[src/rtl/fetch_queue.sv]
// fetch_queue: fetch PC owner, in-order instruction-memory requester with a
// PC-tag FIFO, and a DEPTH-entry instruction queue feeding decode.
// Redirects flush the queue and drop responses still in flight.
// Optional build macro FETCH_QUEUE_BYPASS_EN: an empty queue forwards a
// returning instruction straight to decode in the same cycle.
module fetch_queue #(
    parameter int unsigned      WIDTH    = 32,
    parameter int unsigned      DEPTH    = 4,
    parameter logic [WIDTH-1:0] RESET_PC = '0
) (
    input  logic             clk,
    input  logic             rst,
    input  logic             redirect,
    input  logic [WIDTH-1:0] redirect_pc,
    output logic             imem_req,
    output logic [WIDTH-1:0] imem_addr,
    input  logic             imem_gnt,
    input  logic             imem_rvalid,
    input  logic [WIDTH-1:0] imem_rdata,
    output logic             dec_valid,
    output logic [WIDTH-1:0] dec_instr,
    output logic [WIDTH-1:0] dec_pc,
    output logic [WIDTH-1:0] dec_pcplus4,
    input  logic             dec_ready
);
    localparam int unsigned   PW         = $clog2(DEPTH);
    localparam int unsigned   CW         = $clog2(DEPTH + 1);
    localparam logic [CW:0]   FULL_LEVEL = (CW + 1)'(DEPTH);

    logic [WIDTH-1:0] fetchPc;
    logic [CW-1:0]    count;
    logic [CW-1:0]    outstanding;
    logic [CW-1:0]    discard;
    logic [PW-1:0]    rdPtr;
    logic [PW-1:0]    wrPtr;
    logic [PW-1:0]    tagRdPtr;
    logic [PW-1:0]    tagWrPtr;

    logic [WIDTH-1:0] instrMem [DEPTH];
    logic [WIDTH-1:0] pcMem    [DEPTH];
    logic [WIDTH-1:0] tagMem   [DEPTH];

    logic             grant;
    logic             respValid;
    logic             respKeep;
    logic             bypassHit;
    logic             push;
    logic             pop;
    logic [CW:0]      inUse;

    // Queue slots plus requests in flight never exceed DEPTH, so every
    // granted request already owns a queue slot and a tag slot.
    assign inUse     = {1'b0, count} + {1'b0, outstanding};
    assign imem_req  = rst && !redirect && (inUse < FULL_LEVEL);
    assign imem_addr = fetchPc;
    assign grant     = imem_req && imem_gnt;

    // A response with nothing outstanding is illegal and simply ignored.
    assign respValid = imem_rvalid && (outstanding != '0);
    assign respKeep  = respValid && (discard == '0);

`ifdef FETCH_QUEUE_BYPASS_EN
    assign bypassHit = respKeep && (count == '0);
`else
    assign bypassHit = 1'b0;
`endif

    assign dec_valid   = rst && ((count != '0) || bypassHit);
    assign dec_instr   = bypassHit ? imem_rdata : instrMem[rdPtr];
    assign dec_pc      = bypassHit ? tagMem[tagRdPtr] : pcMem[rdPtr];
    assign dec_pcplus4 = dec_pc + WIDTH'(4);

    // A redirect swallows any decode handshake in the same cycle.
    assign pop  = !redirect && dec_ready && (count != '0);
    assign push = respKeep && !(bypassHit && dec_ready);

    // Control state: fetch PC, queue/tag pointers, occupancy and drop count.
    // NOTE: sequential state uses non-blocking assignments so every register
    // samples the pre-edge values regardless of statement order.
    always_ff @(posedge clk or negedge rst) begin
        if (!rst) begin
            fetchPc     <= RESET_PC;
            count       <= '0;
            outstanding <= '0;
            discard     <= '0;
            rdPtr       <= '0;
            wrPtr       <= '0;
            tagRdPtr    <= '0;
            tagWrPtr    <= '0;
        end else begin
            // In-flight bookkeeping is independent of redirects: dropped
            // responses still return and still consume their tag.
            outstanding <= outstanding + CW'(grant) - CW'(respValid);
            if (grant)     tagWrPtr <= tagWrPtr + 1'b1;
            if (respValid) tagRdPtr <= tagRdPtr + 1'b1;

            if (redirect) begin
                fetchPc <= redirect_pc;
                count   <= '0;
                rdPtr   <= '0;
                wrPtr   <= '0;
                // Everything still in flight after this edge is stale.
                discard <= outstanding + CW'(grant) - CW'(respValid);
            end else begin
                if (grant) fetchPc <= fetchPc + WIDTH'(4);
                if (push)  wrPtr   <= wrPtr + 1'b1;
                if (pop)   rdPtr   <= rdPtr + 1'b1;
                count <= count + CW'(push) - CW'(pop);
                if (respValid && (discard != '0)) discard <= discard - 1'b1;
            end
        end
    end

    // Storage arrays: request PC tags and queued {instruction, PC} pairs.
    // NOTE: the arrays carry no reset; occupancy and pointers decide which
    // entries are meaningful, so clearing the data would only cost flops.
    always_ff @(posedge clk) begin
        if (grant) tagMem[tagWrPtr] <= fetchPc;
        if (push) begin
            instrMem[wrPtr] <= imem_rdata;
            pcMem[wrPtr]    <= tagMem[tagRdPtr];
        end
    end

`ifndef SYNTHESIS
    // Memory must never answer a request that was not issued.
    rvalidNeedsRequest: assert property (@(posedge clk) disable iff (!rst)
        imem_rvalid |-> (outstanding != '0));
`endif

endmodule

[config.mk]
export PLATFORM = sky130hd
export DESIGN_NAME = fetch_queue
export DESIGN_NICKNAME = d
export VERILOG_FILES = /design/src/rtl/fetch_queue.sv
export SDC_FILE = /design/constraint.sdc
export NUM_CORES = 1
export LEC_CHECK = 0
export CAP_MARGIN = 20
export CORE_MARGIN = 5
export CORE_UTILIZATION = 51
export CTS_CLUSTER_SIZE = 28
export DETAILED_ROUTE_END_ITERATION = 12
export PLACE_DENSITY = 0.74
export RECOVER_POWER = 100
export SYNTH_ARGS = -nofsm -noshare
export SYNTH_HDL_FRONTEND = slang
export SYNTH_SLANG_ARGS = --single-unit
[constraint.sdc]
create_clock -name clk -period 3.1 [get_ports clk]
set_clock_uncertainty 0.05 [all_clocks]
set_input_delay 0.465 -clock clk [delete_from_list [all_inputs] [get_ports clk]]
set_output_delay 0.465 -clock clk [all_outputs]
set_load 0.01 [all_outputs]
==> impl_metrics.yaml, run 1 <==
die:
  num_rows: 67
  core_region_area_mm2: 0.0335
  die_x_um: 195
  io_pins: 200
  start_util_pct: 51.8
  die_h_um: 195
  design.die.area_mm2: 0.0378
global_route:
  overflow: 0
  grt_max_degree: 50
  grt_first_pass_wirelength_mm: 57.2
  grt_pass1_vias: 9959
  track_usage_pct: 19.1
  antenna_found_initial: 0
logic_synthesis:
  syn_nets: 998
  synth_ff_type: "edfxtp_1"
  yosys.area.top_type: "edfxtp_1"
  postSynthCellCount: 908
  syn_avg_cell_area_um2: 19.1
  yosysSeqAreaShare_pct: 73.5
  async_flop_share_pct: 11.3
  netlist.area_leader.share_pct: 66.4
  synth_seq_cells: 433
  synth_area_leaders: "edfxtp_1, mux4_2, dfrtp_1, xnor2_1, ha_1"
  synth_edf_count: 384
  yosysWarnings: 0
  yosysUniqueCellTypes: 53
  syn_area_mm2: 0.0174
cts:
  clockBufferDepth: 3
  root_buffer: "clkbuf_16"
  clk_latency_ns: 0.53
  cts-buffers-inserted: 44
  clk_pin_slew_ns: 0.06
  clock_sinks: 433
  cts_tree: "built"
  h-tree-depth: 2
routing:
  vias: 9506
  viasPerCell: 5.64
  firstDrtPassIters: 5
  drc_errors: 0
  drtIter0Drc: 516
  ant_nets: 0
  drt-total-wl_mm: 36.4
  post_drt_wl_per_cell_um: 21.6
outcome:
  violations: "setup timing"
  outcome: "complete, but fails checks"
sta:
  hold_viol: 0
  setup_tns_ns: -3.41
  finalCritPeriodShare_pct: 107
  hold_ws_ns: 0.439
  fmax_mhz: 301
  finalSetupViolations: 19
  drv_slew: 0
  timing.final.ws_setup_ns: -0.223
  rsz0062_at_grt: "yes"
  max_slew_margin_pct: 13.0
  tightest_slew_ns: 1.30
  post-route-min-period_ns: 3.32
hold_path:
  hold_path_depth: 4
  hp-class: "in -> reg"
worst_setup_path:
  cp-end-kind: "output pin"
  worstReg2RegEnd: "discard[2]"
  worstPathRequired_ns: 2.58
  r2r_slack_ns: 0.09
  critical_path_class: "reg -> out"
  cp-endpoint: "dec_pcplus4[19]"
  r2r_cells: 13
  r2r_start: "count[2]"
  crit_fanout: 8
  crit_start: "rdPtr[0]"
  cp-start-kind: "register"
  critPathArrivalTime_ns: 2.81
run:
  drv_cap: 0
placement:
  io_buffers: 199
  dp.cells: 1594
  dp_hpwl_mm: 24.2
  place_ws_ns: -0.175
  gp_congestion: 0.815
power_and_ir_drop:
  p_sw_uw: 5050
  power_frac_clock_pct: 29.7
  p_comb_share_pct: 29.5
  peakVddDrop_v: 0.000431
  leakage_uw: 0.00764
  powerDensity_mw_per_mm2: 829
  swShare_pct: 27.6
  p_int_uw: 13200
  p_seq_share_pct: 40.9
cells_and_area:
  final-instance-count-excl-fill: 1686
  fin_nets: 1296
  num_antenna_cells: 0
  fin_util_pct: 65.8
  syn2layout_area_growth_pct: 27.2
  drive_above_1_share_pct: 25.3
## logic make-up (layout without fill, tap and decap cells)
logic type / count (synthesis) / count (layout) / synth area share (%)
AO/OA/AOI/OAI: 74 / 74 / 2.84
XOR/XNOR: 43 / 43 / 2.17
adder cells (fa/ha/maj): 20 / 20 / 1.53
buffers and inverters: 62 / 392 / 1.71
flip-flops: 433 / 433 / 73.5
multiplexers: 99 / 99 / 12.8
AND/OR/NAND/NOR: 177 / 177 / 5.49
## cell usage in the layout, fill, tap and decap left out, types with 14 or more instances in the layout
cell	n
buf_2	22
buf_4	62
buf_6	15
clkbuf_1	17
clkbuf_16	45
clkdlybuf4s50_1	71
dfrtp_1	45
dlygate4sd2_1	27
dlygate4sd3_1	65
edfxtp_1	384
ha_1	17
inv_1	21
mux4_2	92
nand2_1	54
nand3_1	26
nand4_1	14
nor2_1	23
o21ai_0	26
o311ai_0	14
xnor2_1	24
## power groups by stage
| stage | Clock (uW) | Sequential (uW) | Combinational [uW] |
|---|---|---|---|
| floorplan | 0 | 7480 | 2980 |
| global placement | 0 | 7560 | 5420 |
| detailed placement | 0 | 7590 | 5500 |
| CTS | 5550 | 7480 | 5440 |
| global route | 5800 | 7530 | 5850 |
| finish | 5430 | 7480 | 5400 |
## cells in the mapped netlist (all sizes together), types with 13 or more instances
cell type	number
edfxtp	384
o21ai	27
o311ai	14
dfrtp	49
nand4	16
and2	14
buf	22
mux4	96
nand2	58
nand3	31
inv	21
ha	18
clkbuf	19
xor2	13
xnor2	30
nor2	26
## what timing repair did
item | 4_1_cts | 5_1_grt
buffers inserted | 9 | 5
pin swaps | 24 | 23
hold buffers | 0 | 0
endpoints found under the setup margin | 60 | 37
resized for setup | 151 | 47
## per-layer routing
layer | track usage (%) | part of all wire [%] | wire length, um | vias to the layer above
li1 | - | - | - | 4258
met1 | 28.3 | 43 | 15800 | 4827
met2 | 30.5 | 48 | 17500 | 378
met3 | 3.31 | 6.7 | 2450 | 43
met4 | 4.24 | 1.8 | 668 | 0
met5 | 0 | 0 | 0 | -
## worst min-delay path by stage
stage                          start            to
after floorplan                  rst      count[0]
after global placement    discard[1]    discard[1]
after detailed placement  discard[1]    discard[1]
after CTS                        rst  imem_addr[1]
after global routing        redirect    discard[1]
final                       redirect    discard[1]
## flip-flops by register name, indices dropped and copies added (netlist names), 3 cells and up
signal and flops:
imem_addr 32, tagMem 128, discard 3, instrMem 128
outstanding 3, count 3, pcMem 128
## worst max-delay path: stages (launching register included)
cell and delay (ns):
dfrtp_4 0.54, mux4_2 0.43, buf_6 0.12, nand4_1 0.19, nor4_4 0.42, buf_12 0.18, nand4_1 0.10, xnor2_1 0.15
buf_2 0.15
## metrics by stage
stage / power, uW / instance area, um^2
6_report: 18300 / 22100
4_1_cts: 18500 / 22000
3_5_place_dp: 13100 / 20500
2_1_floorplan: 10500 / 17400
5_1_grt: 19200 / 22100
3_3_place_gp: 13000 / 20500
## cell type report
class | count | area, um^2
repair buffers | 293 | 2700
well taps | 448 | 561
fillers | 2263 | 11500
clock buffers | 58 | 1180
clock inverters | 20 | 302
multi-input cells | 413 | 4490
inverters | 21 | 78.8
flip-flops and latches | 433 | 12800
Power figures use the tool's default switching activity.
==> run 2: changes to the inputs <==
--- a/config.mk
+++ b/config.mk
@@ -7,10 +7,12 @@
 export LEC_CHECK = 0
 export CAP_MARGIN = 20
 export CORE_MARGIN = 5
-export CORE_UTILIZATION = 51
+export CORE_UTILIZATION = 35
+export CTS_CLUSTER_DIAMETER = 50
 export CTS_CLUSTER_SIZE = 28
 export DETAILED_ROUTE_END_ITERATION = 12
-export PLACE_DENSITY = 0.74
+export GPL_TIMING_DRIVEN = 0
+export PLACE_DENSITY = 0.53
 export RECOVER_POWER = 100
 export SYNTH_ARGS = -nofsm -noshare
 export SYNTH_HDL_FRONTEND = slang
==> impl_metrics.yaml, run 2 (synthesized netlist as in run 1, its figures left out) <==
routing:
  routed.top_layer: "met4"
  firstDrtPassIters: 5
  wl_met2_mm: 19.8
  drc_errors: 0
  drt-total-wl_mm: 42.1
  dr_wl_met3_mm: 2.19
  viasPerCell: 4.99
  drtIter0Drc: 705
  ant_nets: 0
  met1_length_mm: 19.3
  vias: 9569
  post_drt_wl_per_cell_um: 21.9
die:
  start_util_pct: 35.4
  core_region_area_mm2: 0.0491
  die_h_um: 233
  design.die.area_mm2: 0.0542
  num_rows: 81
  die_x_um: 233
  io_pins: 200
placement:
  gp_congestion: 0.835
  place_ws_ns: -1.19
  io_buffers: 199
  dp_hpwl_mm: 26.4
worst_setup_path:
  cp-start-kind: "register"
  crit_fanout: 7
  worstReg2RegEnd: "instrMem[2][1]"
  cpMostUsedCell: "buf_6"
  r2r_cells: 6
  critPathArrivalTime_ns: 2.84
  crit_slowest_cell: "dfrtp_1"
  crit_chain: "buf_6, buf_12, mux4_2, nand4_1, nor4_4, buf_6, buf_6, nand4_1, xnor2_1, buf_2"
  r2r_start: "outstanding[2]"
  critPathMaxStageDelay_ns: 0.40
  critical_path_class: "reg -> out"
  r2r_slack_ns: -0.24
  cp-end-kind: "output pin"
  worstPathRequired_ns: 2.58
sta:
  finalCritPeriodShare_pct: 108
  tightest_slew_ns: 1.57
  post-route-min-period_ns: 3.36
  fmax_mhz: 298
  drv_slew: 28
  finalSetupViolations: 80
  hold_viol: 0
  max_slew_margin_pct: -4.90
  rsz0062_at_grt: "yes"
  timing.final.ws_setup_ns: -0.257
cells_and_area:
  layout_commonest_cell: "edfxtp_1"
  fin_util_pct: 45.7
  seqCellArea_mm2: 0.0128
  syn2layout_area_growth_pct: 29.0
  drive_above_1_share_pct: 28.8
  top_regs: "instrMem x128, pcMem x128, tagMem x128"
  fin_nets: 1311
  final_cell_mix: "edfxtp_1, mux4_2, clkdlybuf4s50_1, nand2_1, dfrtp_1"
  fill_cells: 4318
  multi_input_area_mm2: 0.00448
hold_path:
  holdPathEnd: "imem_addr[14]"
  hp-class: "in -> reg"
  hold_path_depth: 3
  min_from: "redirect_pc[14]"
power_and_ir_drop:
  leakage_uw: 0.00766
  peakVddDrop_v: 0.000426
  powerDensity_mw_per_mm2: 829
  power_uw: 18600
global_route:
  antenna_found_initial: 0
  grt_max_degree: 55
  overflow: 0
  grt_pass1_vias: 9960
  grt_first_pass_wirelength_mm: 62.5
  track_usage_pct: 15.2
outcome:
  outcome: "complete, but fails checks"
  violations: "capacitance limit, slew limit, setup timing"
cts:
  clk_pin_slew_ns: 0.07
  clk_latency_ns: 0.57
  cts-buffers-inserted: 41
  h-tree-depth: 2
  cts_tree: "built"
  root_buffer: "clkbuf_16"
  clock_sinks: 433
  clockBufferDepth: 3
run:
  drv_cap: 1
==> run 2: timing repair <==
item | CTS | global route
resized for setup | 267 | 97
cloned | 5 | 5
buffers inserted | 40 | 16
hold endpoints to repair | 22 | 0
setup endpoints to repair | 211 | 79
hold buffers | 3 | 0
pin swaps | 31 | 29
==> run 2: power breakdown <==
group	total, uW	switching, uW	internal [uW]
clock	5140	2460	2680
sequential	7420	287	7130
combinational	6010	2980	3030
total	18600	5720	12800
==> run 2: worst max-delay path by stage <==
stage / from / to / slack [ns]
2_1_floorplan: count[2] / discard[2] / 0.001
3_3_place_gp: rst / tagMem[1][4] / -2.91
3_5_place_dp: rst / tagMem[1][0] / -1.19
4_1_cts: rdPtr[0] / dec_pcplus4[28] / -0.38
5_1_grt: rdPtr[0] / dec_pcplus4[25] / -0.42
6_report: rdPtr[0] / dec_pcplus4[25] / -0.26
==> run 2: critical path: cells and delay by family (launching register included) <==
family,cells,cell delay [ns]
XOR/XNOR,1,0.15
buffers and inverters,5,0.74
AND/OR/NAND/NOR,3,0.59
flip-flops,1,0.40
multiplexers,1,0.40
==> run 2: layout make-up <==
| type | instances | area share (%) |
|---|---|---|
| Antenna cell | 1 | 0.0112 |
| Buffer | 38 | 1.45 |
| Clock buffer | 41 | 4.58 |
| Clock inverter | 34 | 1.69 |
| Inverter | 21 | 0.369 |
| Multi-Input combinational cell | 417 | 20.0 |
| Sequential cell | 433 | 57.0 |
| Tap cell | 664 | 3.71 |
| Timing Repair Buffer | 269 | 11.2 |
==> run 2: stage by stage <==
| stage | hold slack, ns | instance area [um^2] | std cells | TNS (ns) |
|---|---|---|---|---|
| after detailed placement | 0.439 | 20300 | 1776 | -185.28 |
| after floorplan | 0.119 | 17400 | 908 | 0 |
| final | 0.444 | 22400 | 1918 | -15.34 |
| after global placement | 0.478 | 20200 | 1771 | -1023.25 |
| after CTS | 0.398 | 22200 | 1898 | -6.34 |
| after global routing | 0.441 | 22400 | 1917 | -31.48 |
==> run 2: routing by layer <==
| metal | up-vias | GRT usage [%] |
|---|---|---|
| li1 | 4302 | - |
| met1 | 4939 | 21.9 |
| met2 | 275 | 24.0 |
| met3 | 53 | 2.87 |
| met4 | 0 | 4.32 |
| met5 | - | 0 |
==> run 3: changes to the inputs <==
--- a/config.mk
+++ b/config.mk
@@ -11,8 +11,9 @@
 export CTS_CLUSTER_DIAMETER = 50
 export CTS_CLUSTER_SIZE = 28
 export DETAILED_ROUTE_END_ITERATION = 12
+export DONT_BUFFER_PORTS = 1
 export GPL_TIMING_DRIVEN = 0
-export PLACE_DENSITY = 0.53
+export PLACE_DENSITY = 0.48
 export RECOVER_POWER = 100
 export SYNTH_ARGS = -nofsm -noshare
 export SYNTH_HDL_FRONTEND = slang
==> impl_metrics.yaml, run 3 (synthesized netlist as in run 1, its figures left out) <==
outcome:
  outcome: "complete, but fails checks"
  violations: "setup timing"
die:
  die_h_um: 233
  design.die.area_mm2: 0.0542
  num_rows: 81
  die_x_um: 233
  core_region_area_mm2: 0.0491
  start_util_pct: 35.4
  io_pins: 200
global_route:
  grt_max_degree: 54
  overflow: 0
  antenna_found_initial: 0
  grt_first_pass_wirelength_mm: 62.2
  grt_pass1_vias: 9352
  track_usage_pct: 15.3
routing:
  viasPerCell: 5.05
  drtIter0Drc: 586
  drt-total-wl_mm: 41.3
  post_drt_wl_per_cell_um: 23.6
  ant_nets: 0
  firstDrtPassIters: 5
  drc_errors: 0
  vias: 8842
worst_setup_path:
  cp-end-kind: "output pin"
  crit_slowest_cell: "mux4_2"
  critical_path_class: "reg -> out"
  r2r_slack_ns: -0.17
  worstPathRequired_ns: 2.58
  crit_fanout: 6
  crit_chain: "buf_6, buf_4, mux4_2, nand4_4, nor4_4, buf_6, buf_6, nand4_1, xnor2_2"
  crit_buf_inv: 4
  r2r_start: "outstanding[2]"
  critPathArrivalTime_ns: 2.98
  r2r_cells: 8
  critPathMaxStageDelay_ns: 0.55
  cpMostUsedCell: "buf_6"
  cp-start-kind: "register"
  cp_top_family: "simple AND/OR/NAND/NOR gates"
  worstReg2RegEnd: "tagMem[0][5]"
cells_and_area:
  seqCellArea_mm2: 0.0128
  fill_cells: 4386
  top_regs: "instrMem x128, pcMem x128, tagMem x128"
  num_antenna_cells: 0
  layout_commonest_cell: "edfxtp_1"
  multi_input_area_mm2: 0.00470
  fin_util_pct: 43.3
  syn2layout_area_growth_pct: 22.4
  drive_above_1_share_pct: 27.8
  fin_nets: 1140
  final_cell_mix: "edfxtp_1, mux4_2, dlygate4sd3_1, nand2_1, clkbuf_16"
power_and_ir_drop:
  powerDensity_mw_per_mm2: 847
  leakage_uw: 0.00701
  peakVddDrop_v: 0.000533
sta:
  drv_slew: 0
  tightest_slew_ns: 1.35
  hold_ws_ns: 0.0458
  finalCritPeriodShare_pct: 113
  rsz0062_at_grt: "yes"
  finalSetupViolations: 154
  timing.final.ws_setup_ns: -0.392
  max_slew_margin_pct: 10.3
  hold_viol: 0
  fmax_mhz: 286
  post-route-min-period_ns: 3.49
hold_path:
  min_from: "redirect_pc[6]"
  holdPathEnd: "imem_addr[6]"
  hold_path_depth: 2
  hp-class: "in -> reg"
cts:
  h-tree-depth: 2
  clk_pin_slew_ns: 0.07
  root_buffer: "clkbuf_16"
  cts-buffers-inserted: 46
  cts_tree: "built"
  clock_sinks: 433
  clk_latency_ns: 0.58
  clockBufferDepth: 3
placement:
  dp_hpwl_mm: 26.3
  gp_congestion: 0.795
  io_buffers: 0
  place_ws_ns: -0.703
run:
  drv_cap: 0
## run 3: changes by cell type in the layout (fill, tap and decap cells not counted), sizes merged
cell | previous run | this run
diode | 1 | 0
dlymetal6s2s | 12 | 0
clkbuf | 99 | 72
clkinv | 13 | 15
dlygate4sd3 | 35 | 58
buf | 115 | 50
dlygate4sd2 | 8 | 0
bufinv | 1 | 4
clkdlybuf4s50 | 79 | 0
clkinvlp | 5 | 2
## run 3: final cells by class
| class | instances | area share [%] |
|---|---|---|
| repair buffers | 92 | 4.37 |
| well taps | 664 | 3.91 |
| clock buffers | 49 | 5.57 |
| flip-flops and latches | 433 | 60.0 |
| clock inverters | 36 | 2.22 |
| multi-input cells | 417 | 22.1 |
| inverters | 21 | 0.377 |
| plain buffers | 39 | 1.42 |
## run 3: how the worst max path moves through the flow
stage	from	to	slack, ns	cells past startpoint
after floorplan	count[2]	discard[2]	0.001	16
after global placement	outstanding[1]	instrMem[1][5]	-1.81	4
after detailed placement	count[1]	tagMem[2][5]	-0.70	7
after CTS	rdPtr[0]	dec_pcplus4[31]	-0.43	8
after global routing	rdPtr[0]	dec_pcplus4[25]	-0.51	9
final	rdPtr[0]	dec_pcplus4[25]	-0.39	9
## run 3: repair_timing
| item | 4_1_cts | 5_1_grt |
|---|---|---|
| hold buffers | 59 | 0 |
| pin swaps | 22 | 17 |
| gates resized for setup | 86 | 38 |
| gates cloned | 4 | 1 |
| buffers inserted | 20 | 8 |
| hold endpoints to repair | 202 | 0 |
| setup endpoints to repair | 197 | 122 |
## run 3: metal layers
metal	GRT usage, %	part of all wire [%]	vias to the layer above
met4	3.62	1.6	0
met1	21.9	46	4574
li1	-	-	3968
met2	23.8	46	244
met5	0	0	-
met3	3.56	5.8	56
## run 3: power breakdown
part,total [uW],leakage [uW],internal (uW),switching [uW]
combinational,4630,0.00213,1960,2670
sequential,7470,0.00407,7130,341
clock,5900,0.000807,3290,2610
total,18000,0.00701,12400,5630
## run 3: stage by stage
stage | total power (uW) | instances | setup TNS, ns | area, um^2
2_1_floorplan | 10500 | 908 | 0 | 17400
3_3_place_gp | 11600 | 1572 | -541.20 | 18200
3_5_place_dp | 11700 | 1576 | -98.53 | 18300
4_1_cts | 18200 | 1743 | -8.47 | 21100
5_1_grt | 18900 | 1751 | -55.25 | 21300
6_report | 18000 | 1751 | -22.48 | 21300
